--- config.mk ---
export PLATFORM = sky130hd
export DESIGN_NAME = prefetch_fetch_ctrl_flat
export DESIGN_NICKNAME = d
export VERILOG_FILES = /design/src/rtl/prefetch_pkg.sv /design/src/rtl/prefetch_fetch_ctrl_if.sv /design/src/rtl/prefetch_buffer.sv /design/src/rtl/prefetch_fetch_ctrl.sv /design/src/flat_wrapper.sv
export SDC_FILE = /design/constraint.sdc
export NUM_CORES = 1
export LEC_CHECK = 0
export BUFFER_PORTS_ARGS = -buffer_cell sky130_fd_sc_hd__buf_2
export CAP_MARGIN = 20
export CORE_MARGIN = 3
export CORE_UTILIZATION = 57
export CTS_CLUSTER_DIAMETER = 60
export DETAILED_ROUTE_END_ITERATION = 16
export HOLD_SLACK_MARGIN = 0.08
export PLACE_DENSITY_LB_ADDON = 0.2
export SYNTH_ARGS = -nofsm -noshare
export SYNTH_HDL_FRONTEND = slang
export SYNTH_SLANG_ARGS = --single-unit
--- constraint.sdc ---
create_clock -name clk -period 3.1 [get_ports clk]
set_input_delay 0.155 -clock clk [delete_from_list [all_inputs] [get_ports clk]]
set_output_delay 0.155 -clock clk [all_outputs]
set_load 0.03 [all_outputs]
--- src/rtl/prefetch_pkg.sv ---
// Shared types and default sizing for the instruction prefetch block.
package prefetch_pkg;

  // Default geometry: 13-bit word addresses, 16-bit instructions, 4 entries.
  localparam int DEF_ADDR_W  = 13;
  localparam int DEF_INSTR_W = 16;
  localparam int DEF_DEPTH   = 4;
  localparam int DEF_PTR_W   = $clog2(DEF_DEPTH);

  // Fetch sequencer states.
  typedef enum logic [1:0] {
    IDLE    = 2'd0,
    REQ     = 2'd1,
    DISCARD = 2'd2
  } fetch_state_t;

  // One buffered instruction together with the address it came from.
  typedef struct packed {
    logic [DEF_INSTR_W-1:0] instr;
    logic [DEF_ADDR_W-1:0]  pc;
  } entry_t;

endpackage

--- src/rtl/prefetch_fetch_ctrl_if.sv ---
// Bus bundle for the prefetch controller: redirect input, memory read
// handshake and the decode-side valid/ready stream.
// master = the fetch controller, slave = memory/decode environment.
interface prefetch_fetch_ctrl_if #(
  parameter int ADDR_W  = prefetch_pkg::DEF_ADDR_W,
  parameter int INSTR_W = prefetch_pkg::DEF_INSTR_W
);
  logic               redirect;
  logic [ADDR_W-1:0]  redirect_pc;
  logic               mem_req;
  logic [ADDR_W-1:0]  mem_addr;
  logic               mem_ack;
  logic [INSTR_W-1:0] mem_rdata;
  logic               instr_valid;
  logic               instr_ready;
  logic [INSTR_W-1:0] instr_out;
  logic [ADDR_W-1:0]  instr_pc;

  modport master (
    input  redirect, redirect_pc, mem_ack, mem_rdata, instr_ready,
    output mem_req, mem_addr, instr_valid, instr_out, instr_pc
  );

  modport slave (
    output redirect, redirect_pc, mem_ack, mem_rdata, instr_ready,
    input  mem_req, mem_addr, instr_valid, instr_out, instr_pc
  );
endinterface

--- src/rtl/prefetch_buffer.sv ---
// Circular prefetch FIFO. Flush wins over push/pop and empties the buffer
// in one cycle. The head word reads as zero while the buffer is empty.
module prefetch_buffer #(
  parameter int DATA_W = prefetch_pkg::DEF_INSTR_W + prefetch_pkg::DEF_ADDR_W,
  parameter int DEPTH  = prefetch_pkg::DEF_DEPTH
) (
  input  logic                     clk,
  input  logic                     rst,
  input  logic                     i_push,
  input  logic [DATA_W-1:0]        i_data,
  input  logic                     i_pop,
  input  logic                     i_flush,
  output logic [DATA_W-1:0]        o_head,
  output logic [$clog2(DEPTH):0]   o_occupancy
);
  import prefetch_pkg::*;

  localparam int PTR_W = $clog2(DEPTH);
  localparam logic [PTR_W:0]   FULL_CNT = (PTR_W+1)'(DEPTH);
  localparam logic [PTR_W:0]   ZERO_CNT = {(PTR_W+1){1'b0}};
  localparam logic [PTR_W:0]   ONE_CNT  = (PTR_W+1)'(1);
  localparam logic [PTR_W-1:0] ONE_PTR  = PTR_W'(1);
  localparam logic [PTR_W-1:0] ZERO_PTR = {PTR_W{1'b0}};

  logic [DATA_W-1:0] r_mem [DEPTH];
  logic [PTR_W-1:0]  r_head;
  logic [PTR_W-1:0]  r_tail;
  logic [PTR_W:0]    r_count;
  logic              w_do_push;
  logic              w_do_pop;

  // Guard the raw requests so the count can never leave 0..DEPTH.
  assign w_do_push = i_push & ~i_flush & (r_count != FULL_CNT);
  assign w_do_pop  = i_pop  & ~i_flush & (r_count != ZERO_CNT);

  // Pointer and occupancy bookkeeping; flush resets both pointers together.
  always_ff @(posedge clk) begin
    if (!rst) begin
      r_head  <= ZERO_PTR;
      r_tail  <= ZERO_PTR;
      r_count <= ZERO_CNT;
    end else if (i_flush) begin
      r_head  <= ZERO_PTR;
      r_tail  <= ZERO_PTR;
      r_count <= ZERO_CNT;
    end else begin
      if (w_do_push) r_tail <= r_tail + ONE_PTR;
      if (w_do_pop)  r_head <= r_head + ONE_PTR;
      case ({w_do_push, w_do_pop})
        2'b10:   r_count <= r_count + ONE_CNT;
        2'b01:   r_count <= r_count - ONE_CNT;
        default: r_count <= r_count;
      endcase
    end
  end

  // Entry storage; contents need no reset since the count gates the output.
  always_ff @(posedge clk) begin
    if (w_do_push) r_mem[r_tail] <= i_data;
  end

  assign o_head      = (r_count != ZERO_CNT) ? r_mem[r_head] : {DATA_W{1'b0}};
  assign o_occupancy = r_count;

endmodule

--- src/rtl/prefetch_fetch_ctrl.sv ---
// Instruction prefetch controller: runs one memory read at a time ahead of
// decode, fills a circular buffer and flushes on redirect. A redirect that
// arrives while a read is outstanding waits for that read's ack (DISCARD)
// and drops its data before fetching from the new address.
// Optional build macro PREFETCH_STALL_CNT_EN enables the decode starvation
// counter on stall_cnt; otherwise stall_cnt is tied to zero.
module prefetch_fetch_ctrl #(
  parameter int ADDR_W  = prefetch_pkg::DEF_ADDR_W,
  parameter int INSTR_W = prefetch_pkg::DEF_INSTR_W,
  parameter int DEPTH   = prefetch_pkg::DEF_DEPTH
) (
  input  logic                   clk,
  input  logic                   rst,
  prefetch_fetch_ctrl_if.master  bus,
  output logic [$clog2(DEPTH):0] occupancy,
  output logic [15:0]            stall_cnt
);
  import prefetch_pkg::*;

  localparam int PTR_W = $clog2(DEPTH);
  localparam int ENT_W = INSTR_W + ADDR_W;
  localparam logic [PTR_W:0]    ZERO_CNT = {(PTR_W+1){1'b0}};
  localparam logic [PTR_W:0]    LAST_CNT = (PTR_W+1)'(DEPTH - 1);
  localparam logic [PTR_W:0]    FULL_CNT = (PTR_W+1)'(DEPTH);
  localparam logic [ADDR_W-1:0] ONE_PC   = ADDR_W'(1);
  localparam logic [ADDR_W-1:0] ZERO_PC  = {ADDR_W{1'b0}};

  fetch_state_t      r_state;
  fetch_state_t      w_state_nxt;
  logic [ADDR_W-1:0] r_fetch_pc;
  logic [ADDR_W-1:0] w_fetch_pc_nxt;
  logic [ADDR_W-1:0] r_disc_addr;
  logic [ADDR_W-1:0] w_disc_addr_nxt;
  logic              w_push;
  logic              w_flush;
  logic              w_pop;
  logic              w_valid;
  logic [PTR_W:0]    w_occ;
  logic [ENT_W-1:0]  w_head;

  // A redirect hides the head so decode cannot consume a stale entry.
  assign w_valid = (w_occ != ZERO_CNT) & ~bus.redirect;
  assign w_pop   = w_valid & bus.instr_ready;

  prefetch_buffer #(
    .DATA_W (ENT_W),
    .DEPTH  (DEPTH)
  ) u_buf (
    .clk         (clk),
    .rst         (rst),
    .i_push      (w_push),
    .i_data      ({bus.mem_rdata, r_fetch_pc}),
    .i_pop       (w_pop),
    .i_flush     (w_flush),
    .o_head      (w_head),
    .o_occupancy (w_occ)
  );

  // Next-state, fetch PC and buffer control for the read sequencer.
  always_comb begin
    w_state_nxt     = r_state;
    w_fetch_pc_nxt  = r_fetch_pc;
    w_disc_addr_nxt = r_disc_addr;
    w_push          = 1'b0;
    w_flush         = 1'b0;
    case (r_state)
      IDLE: begin
        // Any ack seen here has no matching request and is ignored.
        if (bus.redirect) begin
          w_flush        = 1'b1;
          w_fetch_pc_nxt = bus.redirect_pc;
          w_state_nxt    = REQ;
        end else if ((w_occ != FULL_CNT) || w_pop) begin
          w_state_nxt = REQ;
        end else begin
          w_state_nxt = IDLE;
        end
      end
      REQ: begin
        if (bus.redirect) begin
          w_flush        = 1'b1;
          w_fetch_pc_nxt = bus.redirect_pc;
          if (bus.mem_ack) begin
            // The old read completes now; its data is simply not written.
            w_state_nxt = REQ;
          end else begin
            w_disc_addr_nxt = r_fetch_pc;
            w_state_nxt     = DISCARD;
          end
        end else if (bus.mem_ack) begin
          w_push         = 1'b1;
          w_fetch_pc_nxt = r_fetch_pc + ONE_PC;
          if ((w_occ == LAST_CNT) && !w_pop) begin
            w_state_nxt = IDLE;
          end else begin
            w_state_nxt = REQ;
          end
        end else begin
          w_state_nxt = REQ;
        end
      end
      DISCARD: begin
        if (bus.redirect) begin
          w_flush        = 1'b1;
          w_fetch_pc_nxt = bus.redirect_pc;
        end else begin
          w_fetch_pc_nxt = r_fetch_pc;
        end
        if (bus.mem_ack) begin
          w_state_nxt = REQ;
        end else begin
          w_state_nxt = DISCARD;
        end
      end
      default: begin
        w_state_nxt = IDLE;
      end
    endcase
  end

  // Sequencer state, fetch PC and the address of a read being discarded.
  always_ff @(posedge clk) begin
    if (!rst) begin
      r_state     <= IDLE;
      r_fetch_pc  <= ZERO_PC;
      r_disc_addr <= ZERO_PC;
    end else begin
      r_state     <= w_state_nxt;
      r_fetch_pc  <= w_fetch_pc_nxt;
      r_disc_addr <= w_disc_addr_nxt;
    end
  end

  // Read address: live fetch PC in REQ, the abandoned address in DISCARD.
  always_comb begin
    bus.mem_addr = ZERO_PC;
    case (r_state)
      REQ:     bus.mem_addr = r_fetch_pc;
      DISCARD: bus.mem_addr = r_disc_addr;
      default: bus.mem_addr = ZERO_PC;
    endcase
  end

  assign bus.mem_req     = (r_state == REQ) || (r_state == DISCARD);
  assign bus.instr_valid = w_valid;
  assign bus.instr_out   = w_head[ENT_W-1:ADDR_W];
  assign bus.instr_pc    = w_head[ADDR_W-1:0];
  assign occupancy       = w_occ;

`ifdef PREFETCH_STALL_CNT_EN
  logic [15:0] r_stall_cnt;

  // Count cycles decode asks for work and none is offered; saturating.
  always_ff @(posedge clk) begin
    if (!rst) begin
      r_stall_cnt <= 16'h0000;
    end else if (bus.instr_ready && !w_valid && (r_stall_cnt != 16'hFFFF)) begin
      r_stall_cnt <= r_stall_cnt + 16'h0001;
    end else begin
      r_stall_cnt <= r_stall_cnt;
    end
  end

  assign stall_cnt = r_stall_cnt;
`else
  assign stall_cnt = 16'h0000;
`endif

endmodule

--- src/flat_wrapper.sv ---
// flat-port wrapper written by rule: the top's interface ports become plain ports
module prefetch_fetch_ctrl_flat import prefetch_pkg::*;
#(
  parameter int ADDR_W  = prefetch_pkg::DEF_ADDR_W,
  parameter int INSTR_W = prefetch_pkg::DEF_INSTR_W,
  parameter int DEPTH   = prefetch_pkg::DEF_DEPTH
)
  (clk, rst, occupancy, stall_cnt, bus_redirect, bus_redirect_pc, bus_mem_ack, bus_mem_rdata, bus_instr_ready, bus_mem_req, bus_mem_addr, bus_instr_valid, bus_instr_out, bus_instr_pc);
  prefetch_fetch_ctrl_if #(.ADDR_W(ADDR_W), .INSTR_W(INSTR_W)) bus_i ();
  input  logic clk;
  input  logic rst;
  output logic [$clog2(DEPTH):0] occupancy;
  output logic [15:0] stall_cnt;
  input wire logic [$bits(bus_i.redirect)-1:0] bus_redirect;
  input wire logic [$bits(bus_i.redirect_pc)-1:0] bus_redirect_pc;
  input wire logic [$bits(bus_i.mem_ack)-1:0] bus_mem_ack;
  input wire logic [$bits(bus_i.mem_rdata)-1:0] bus_mem_rdata;
  input wire logic [$bits(bus_i.instr_ready)-1:0] bus_instr_ready;
  output wire logic [$bits(bus_i.mem_req)-1:0] bus_mem_req;
  output wire logic [$bits(bus_i.mem_addr)-1:0] bus_mem_addr;
  output wire logic [$bits(bus_i.instr_valid)-1:0] bus_instr_valid;
  output wire logic [$bits(bus_i.instr_out)-1:0] bus_instr_out;
  output wire logic [$bits(bus_i.instr_pc)-1:0] bus_instr_pc;
  assign bus_i.redirect = bus_redirect;
  assign bus_i.redirect_pc = bus_redirect_pc;
  assign bus_i.mem_ack = bus_mem_ack;
  assign bus_i.mem_rdata = bus_mem_rdata;
  assign bus_i.instr_ready = bus_instr_ready;
  assign bus_mem_req = bus_i.mem_req;
  assign bus_mem_addr = bus_i.mem_addr;
  assign bus_instr_valid = bus_i.instr_valid;
  assign bus_instr_out = bus_i.instr_out;
  assign bus_instr_pc = bus_i.instr_pc;
  prefetch_fetch_ctrl #(.ADDR_W(ADDR_W), .INSTR_W(INSTR_W), .DEPTH(DEPTH)) u_core (.clk(clk), .rst(rst), .bus(bus_i), .occupancy(occupancy), .stall_cnt(stall_cnt));
endmodule
Word level (Yosys, flattened, before mapping)
Memory sizes are Yosys's and may differ from the RTL's. A register that Yosys moved wholly into a read port is not among the register bits.
Cells that the tools add are included.
{ "op_classes": {"addsub": 5, "eq_ne": 8, "mux": 23, "bitwise_logic": 10, "reduce_logical": 13} }
{ "ops": {"columns": ["operator", "n"], "rows": [
  ["13-bit one-hot mux with 2 select lines", 2],
  ["13-bit two-way mux", 3],
  ["29-bit two-way mux", 1],
  ["13-bit by 1-bit adder with 13-bit output, second input constant", 1],
  ["1-bit two-way mux", 10],
  ["2-bit two-way mux", 5],
  ["1-bit bitwise AND", 6],
  ["3-bit != test, second input constant", 2],
  ["2-bit one-hot mux with 3 select lines", 1],
  ["3-bit one-hot mux with 2 select lines", 1],
  ["3-bit AND reduction", 2],
  ["2-bit by 1-bit adder with 2-bit output, second input constant", 2],
  ["2-bit by 1-bit equality test with 1-bit output, second input constant", 2],
  ["2-bit equality test, second input constant", 2],
  ["1-bit NOT", 4],
  ["2-bit nonzero test", 2],
  ["2-bit OR reduction", 2],
  ["3-bit by 1-bit adder with 3-bit output, second input constant", 1],
  ["3-bit by 2-bit equality test with 1-bit output, second input constant", 1],
  ["3-bit nonzero test", 1],
  ["3-bit OR reduction", 1],
  ["3-bit by 1-bit subtractor with 3-bit output, second input constant", 1],
  ["2-bit logical NOT", 1],
  ["1-bit logical OR", 2],
  ["other kinds (3)", 3]
]} }
{ "word_totals": {"reg_bits": 35, "mem_bits_rw": 116, "in_bits": 34, "output_inout_bits": 63, "wordCells": 66, "n_memories": 1} }
{ "memory_table": {"columns": ["name", "depth", "word_bits", "read_ports", "rd_clocked_by_memory_dff", "wr", "line_no", "text"], "rows": [
  ["u_core.u_buf.r_mem", 4, 29, 1, 1, 1, "prefetch_buffer.sv:25", "logic [DATA_W-1:0] r_mem [DEPTH];"]
]} }

Logic depth before layout (Yosys ltp)
Gate-level depths: netlist (run 1).
{ "logic_depth": {"depth_word": 9, "ltp_mapped": 13, "depth_no_buf": 11} }

Hierarchy
A second synthesis (run 1) with hierarchy kept.
{ "hier_totals": {"hier_cells": 488, "hier_area_um2": 6775.2} }
{ "modules_own_cells": {"columns": ["module", "n_inst", "cells_each", "area_each_um2", "seq_area_each_um2"], "rows": [
  ["prefetch_buffer", 1, 238, 4847.1, 3663.5],
  ["prefetch_fetch_ctrl", 1, 250, 1928.1, 560.5]
]} }

Worst setup path after synthesis (run 1)
OpenSTA, ideal clock, no wires.
{ "synth_path": {"kind": "flip-flop to flip-flop", "start": "register u_core.u_buf.r_count[2] (netlist: u_core.u_buf.o_occupancy[2])", "end": "register u_core.u_buf.r_count[2] (netlist: u_core.u_buf.o_occupancy[2])", "setup_time_ps": 72, "arrival_time_ps": 2442, "t_required_ps": 3028, "slack_ps": 587, "stages_incl_launch_ff": 11, "path_buffers": 1, "period_less_slack_ps": 2513, "path_cell_list": "dfxtp_1 -> or3b_1 -> and3_1 -> clkbuf_1 -> inv_1 -> ha_1 -> inv_1 -> fa_1 -> xor2_1 -> or3_1 -> a21oi_1"} }
{ "synth_between": {"elab_chain_cells": 7, "word_cells_on_any_way": 13, "classes_between": "2 x add/sub; 3 x eq/ne; 1 x mux; 5 x bitwise; 2 x reduce/logical"} }
{ "synth_lines": {"columns": ["item", "line_no", "text"], "rows": [
  ["from (decl)", "prefetch_buffer.sv:28", "logic [PTR_W:0] r_count;"],
  ["from (signal assigned)", "prefetch_buffer.sv:50", "2'b10: r_count <= r_count + ONE_CNT;"],
  ["from (signal assigned)", "prefetch_buffer.sv:51", "2'b01: r_count <= r_count - ONE_CNT;"],
  ["from (signal assigned)", "prefetch_buffer.sv:52", "default: r_count <= r_count;"],
  ["3-bit nonzero test", "prefetch_buffer.sv:34, prefetch_fetch_ctrl.sv:42", null],
  ["1-bit bitwise AND", "prefetch_fetch_ctrl.sv:42", "assign w_valid = (w_occ != ZERO_CNT) & ~bus.redirect;"],
  ["1-bit bitwise AND", "prefetch_fetch_ctrl.sv:43", "assign w_pop = w_valid & bus.instr_ready;"],
  ["1-bit bitwise AND (2 in a row)", "prefetch_buffer.sv:34", "assign w_do_pop = i_pop & ~i_flush & (r_count != ZERO_CNT);"],
  ["2-bit by 1-bit equality test with 1-bit output / 2-bit equality test (equally long branches)", "prefetch_buffer.sv:49", "case ({w_do_push, w_do_pop})"],
  ["3-bit one-hot mux with 2 select lines / 2-bit nonzero test (equally long branches)", null, null]
]} }
Parallel ways exist; a longest one is shown, timed or not.
A chain may end at the register's enable or synchronous reset.

Worst setup path in the final report (run 1)
Ends and elaborated chain as after synthesis.

==> flow_summary.json, run 1 <==
{
  "status": "complete, no violations",
  "report.final.slew_viol_count": 0,
  "syn_to_final_growth_pct": 19.3,
  "layout.cells.non_filler": 737,
  "syn_inst": 482,
  "clk_latency_ps": 420,
  "synthesis.area_um2": 6690,
  "yosys_warnings": 0,
  "num_rows": 38,
  "grt-ovfl-total": 0,
  "hp-class": "input port to register",
  "fin_crit_ps": 2530,
  "rsz0062_at_grt": "false",
  "maxCapViolations": 0,
  "async_flop_share_pct": 0,
  "seq_area_frac_synth_pct": 63.1,
  "die_h_um": 114,
  "tightest_slew_ps": 866,
  "postRouteWirelength_mm": 13.6,
  "wl_per_cell_um": 18.5,
  "io_pins": 97,
  "die_w_um": 114,
  "hpwl_mm": 8.45,
  "fmax_ghz": 0.395,
  "crit_path_max_fanout": 7,
  "period_share_pct": 81.7,
  "holdBufCountCts": 22,
  "placed_cell_area_um2": 7180,
  "drtIter0Drc": 298,
  "design.die.area_um2": 13100,
  "yosysMostFrequentCell": "edfxtp_1",
  "start_util_pct": 59.9,
  "antenna_found_initial": 0,
  "slew_headroom_pct": 42.0,
  "leakagePower_nw": 2.83,
  "drc": 0,
  "synth_area_leaders": "edfxtp_1 52%, dfxtp_1 11%, mux4_2 9.8%, nor2b_1 4.2%, nand2_1 2.1%",
  "coreArea_um2": 11200,
  "layout-drive-gt1-share_pct": 26.8,
  "final.setup.tns_ps": 0,
  "finalHoldViolCount": 0,
  "ys_top_cells_by_count": "116 x edfxtp_1, 45 x nor2b_1, 37 x dfxtp_1, 37 x nand2_1, 29 x mux4_2",
  "cts_tree": "done",
  "crit_required_ps": 3440,
  "grt_pass1_wl_mm": 21.9,
  "numCtsBuffers": 17,
  "avgSynthCellArea_um2": 13.9,
  "ys.flop_type": "edfxtp_1",
  "start_kind": "register",
  "postCtsSetupRepairBufs": 0,
  "utilization_pct": 71.4,
  "layout_setup_ws_ps": 567,
  "fin_nets": 629,
  "grt_max_degree": 32,
  "p_total_mw": 4.65,
  "setup_violations": 0,
  "path_class": "register to register",
  "r2r_setup_slack_ps": 570,
  "yosysTopAreaCell": "edfxtp_1",
  "cts-root-buf": "clkbuf_16",
  "synth_cell_types": 60,
  "h-tree-depth": 4,
  "worstPathArrival_ps": 2880,
  "finalInstanceArea_um2": 7980,
  "hold_slack_ps": 90.4,
  "power_density_nw_per_um2": 583,
  "clkTransAtPathRegs_ps": 60,
  "port_buffers": 80,
  "fin_skew_ps": 9.81,
  "cts_resized": 0,
  "clk_path_buf_depth": 2,
  "synth-seq-cells": 153,
  "vias": 4217,
  "routabilityCongestion": 0.833,
  "dp_slack_ps": 636,
  "synth_top_area_share_pct": 52.0,
  "vias_per_cell": 5.72,
  "critPathCaptureType": "register",
  "synth-edff-count": 116,
  "num_antenna_cells": 0,
  "track_usage_pct": 22.3,
  "first_pass_iters": 5,
  "max-vdd-ir-drop_uv": 502,
  "first_global_vias": 4253,
  "cts.sink_count": 153,
  "ant_nets": 0,
  "dp_cells": 683
}
[path summary, 6_finish.rpt]
path / start / endpoint / depth (start not counted)
setup reg to reg: u_core.u_buf.o_occupancy[2] / u_core.u_buf.o_occupancy[2] / 9
hold / removal: bus_redirect_pc[2] / u_core.r_fetch_pc[2] / 4
hold reg to reg: u_core.r_disc_addr[0] / u_core.r_disc_addr[0] / 2
setup / recovery: u_core.u_buf.o_occupancy[2] / u_core.u_buf.o_occupancy[2] / 9
[cell families after synthesis]
group	count (synthesis)	share of synthesized area, %
buf+inv	58	4.32
xor+xnor	5	0.654
other cells	1	0.0560
simple gates	146	12.0
flops	153	63.1
mux	31	10.1
fa+ha+maj	11	2.17
compound gates	77	7.66
[layer usage]
layer	vias up	GRT usage [%]	share of wire, %
li1	1989	-	-
met1	2058	27.6	41
met5	-	0	0
met4	0	7.60	1.4
met3	15	5.29	6.3
met2	155	38.6	51
[registers in the layout, indices dropped and copies added, names as in the netlist, named ones only]
signal                    count
u_core.r_disc_addr           13
u_core.u_buf.r_head           2
u_core.r_state                2
u_core.r_fetch_pc            13
u_core.u_buf.r_mem          116
u_core.u_buf.o_occupancy      3
u_core.u_buf.r_tail           2
[critical path, cell delays in order, from the launching register on]
cell and delay (ps):
dfxtp_1 430, or3b_1 410, and3_1 260, inv_1 80, ha_1 180, inv_1 70
fa_1 380, xor2_1 170, or3_1 330, a21oi_1 140
[power by group]
group | switching [mW] | total, mW | leakage [nW] | internal [mW]
logic | 0.190 | 0.315 | 1.19 | 0.125
registers | 0.0625 | 2.31 | 1.36 | 2.25
clock network | 0.774 | 2.03 | 0.288 | 1.25
[layout make-up]
type | count | area [um2]
Multi-Input combinational cell | 286 | 2240
Sequential cell | 153 | 4230
Fill cell | 734 | 3190
Clock buffer | 18 | 429
Tap cell | 140 | 175
Clock inverter | 14 | 155
Timing Repair Buffer | 114 | 711
Inverter | 12 | 45.0
[layout by cell type (no fill, tap or decap), types with 4 or more instances in the layout]
cell type,count
buf_4,12
edfxtp_1,116
nand3_1,5
a21oi_1,27
o21ai_1,5
clkinv_1,4
nor4_1,5
inv_1,9
and2_1,5
nor2_1,18
a22oi_1,14
or3_1,4
mux4_2,29
conb_1,16
nor2b_1,45
ha_1,10
nand2_1,37
buf_2,80
nor3_1,8
dlygate4sd3_1,22
clkbuf_16,17
dfxtp_1,36
Note: power is estimated with default switching activity, not from simulation.
==> inputs of run 2 (changes only) <==
clock period = 2.6 ns   (was 3.1 ns; I/O delays follow)
==> flow_summary.json, run 2 (synthesis results as in run 1) <==
{
  "status": "complete, no violations",
  "ant_nets": 0,
  "syn_to_final_growth_pct": 19.8,
  "crit_required_ps": 2940,
  "cts-root-buf": "clkbuf_16",
  "final.setup.tns_ps": 0,
  "h-tree-depth": 4,
  "num_rows": 38,
  "r2r-end": "u_core.u_buf.o_occupancy[2]",
  "path_class": "register to register",
  "wl_per_cell_um": 18.4,
  "worstSetupStartpoint": "u_core.u_buf.o_occupancy[2]",
  "largest_register": "u_core.u_buf.r_mem",
  "reg_top3": "u_core.u_buf.r_mem: 116 flops, u_core.r_disc_addr: 13 flops, u_core.r_fetch_pc: 13 flops",
  "final_cell_mix": "116 x edfxtp_1, 80 x buf_2, 45 x nor2b_1, 37 x nand2_1, 36 x dfxtp_1",
  "cts.sink_count": 153,
  "finalHoldViolCount": 0,
  "die_h_um": 114,
  "path_buf_inv": 2,
  "hpwl_mm": 8.55,
  "crit_chain": "or3b_1 -> and3_1 -> inv_1 -> ha_1 -> inv_1 -> fa_1 -> xor2_1 -> or3_1 -> a21oi_1",
  "cpMaxStageDelayCell": "dfxtp_1",
  "crit_top_cell": "inv_1",
  "grt_pass1_wl_mm": 22.6,
  "maxCapViolations": 0,
  "start_util_pct": 59.9,
  "fin_nets": 640,
  "p_total_mw": 5.32,
  "clk_latency_ps": 410,
  "num_antenna_cells": 0,
  "slew_headroom_pct": 59.6,
  "postRouteWirelength_mm": 13.8,
  "grt-ovfl-total": 0,
  "utilization_pct": 71.8,
  "cts_resized": 0,
  "clk_path_buf_depth": 2,
  "largest_register_ffs": 116,
  "vias": 4275,
  "layout-drive-gt1-share_pct": 27.1,
  "max-vdd-ir-drop_uv": 436,
  "power_density_nw_per_um2": 664,
  "path_depth": 9,
  "fmax_ghz": 0.431,
  "first_pass_iters": 5,
  "critPathCaptureType": "register",
  "numCtsBuffers": 17,
  "clkTransAtPathRegs_ps": 60,
  "holdBufCountCts": 25,
  "fin_skew_ps": 8.19,
  "rr_worst_depth": 9,
  "drc": 0,
  "hp-class": "input port to register",
  "leakagePower_nw": 2.85,
  "fin_crit_ps": 2320,
  "endpoint": "u_core.u_buf.o_occupancy[2]",
  "crit_path_max_fanout": 6,
  "final_common_cell": "edfxtp_1",
  "finalInstanceArea_um2": 8020,
  "first_global_vias": 4358,
  "worstPathArrival_ps": 2660,
  "r2r_setup_slack_ps": 280,
  "track_usage_pct": 22.7,
  "vias_per_cell": 5.72,
  "postCtsSetupRepairBufs": 0,
  "rsz0062_at_grt": "false",
  "tightest_slew_ps": 606,
  "die_w_um": 114,
  "drtIter0Drc": 294,
  "period_share_pct": 89.3,
  "port_buffers": 80,
  "placed_cell_area_um2": 7250,
  "cts_tree": "done",
  "coreArea_um2": 11200,
  "routabilityCongestion": 0.841,
  "max_stage_delay_ps": 410,
  "setup_violations": 0,
  "start_kind": "register",
  "cp_top_family": "simple AND/OR/NAND/NOR gates",
  "grt_max_degree": 32,
  "design.die.area_um2": 13100,
  "report.final.slew_viol_count": 0,
  "r2r-start": "u_core.u_buf.o_occupancy[2]",
  "antenna_found_initial": 0,
  "io_pins": 97
}
-- run 2: worst min-delay path by stage --
stage                  startpoint                         to  slack [ps]  cells after the start
2_1_floorplan    bus_mem_rdata[0]  u_core.u_buf.r_mem[0][13]         230                      0
3_3_place_gp     bus_mem_rdata[7]  u_core.u_buf.r_mem[2][20]         340                      1
3_5_place_dp     bus_mem_rdata[7]  u_core.u_buf.r_mem[0][20]         350                      1
4_1_cts        bus_redirect_pc[1]       u_core.r_fetch_pc[1]          90                      3
5_1_grt                       rst       u_core.r_fetch_pc[6]         120                      2
6_report       bus_redirect_pc[1]       u_core.r_fetch_pc[1]         110                      3
-- run 2: routing by layer --
metal	GRT usage, %	vias to the layer above	part of all wire [%]	wire [um]
li1	-	2012	-	-
met1	29.9	2108	43	5970
met2	37.9	135	50	6890
met3	4.70	20	5.2	714
met4	7.84	0	1.5	213
met5	0	-	0	0
-- run 2: metrics by stage --
stage               worst slack [ps]  instances  hold WS [ps]
floorplan                       86.6        497           229
global placement                 368        691           340
detailed placement               271        691           347
CTS                              255        748          92.0
global route                     107        748           123
finish                           279        748           115
-- run 2: power by group --
part / leakage [nW] / switching [mW] / internal, mW
clock network: 0.251 / 0.879 / 1.29
registers: 1.36 / 0.0488 / 2.68
logic: 1.24 / 0.259 / 0.166
-- run 2: worst reg2reg max path: stages (launching register included) --
cell	delay [ps]
dfxtp_1	410
or3b_1	390
and3_1	190
inv_1	50
ha_1	170
inv_1	60
fa_1	370
xor2_1	160
or3_1	300
a21oi_1	140
-- run 2: layout make-up --
type / count / area [um2]
clock buffer: 20 / 437
clock inverter: 12 / 83.8
fill: 724 / 3150
inverter: 12 / 45.0
multi-input combinational: 286 / 2240
sequential: 153 / 4230
tap: 140 / 175
timing repair buffer: 125 / 813
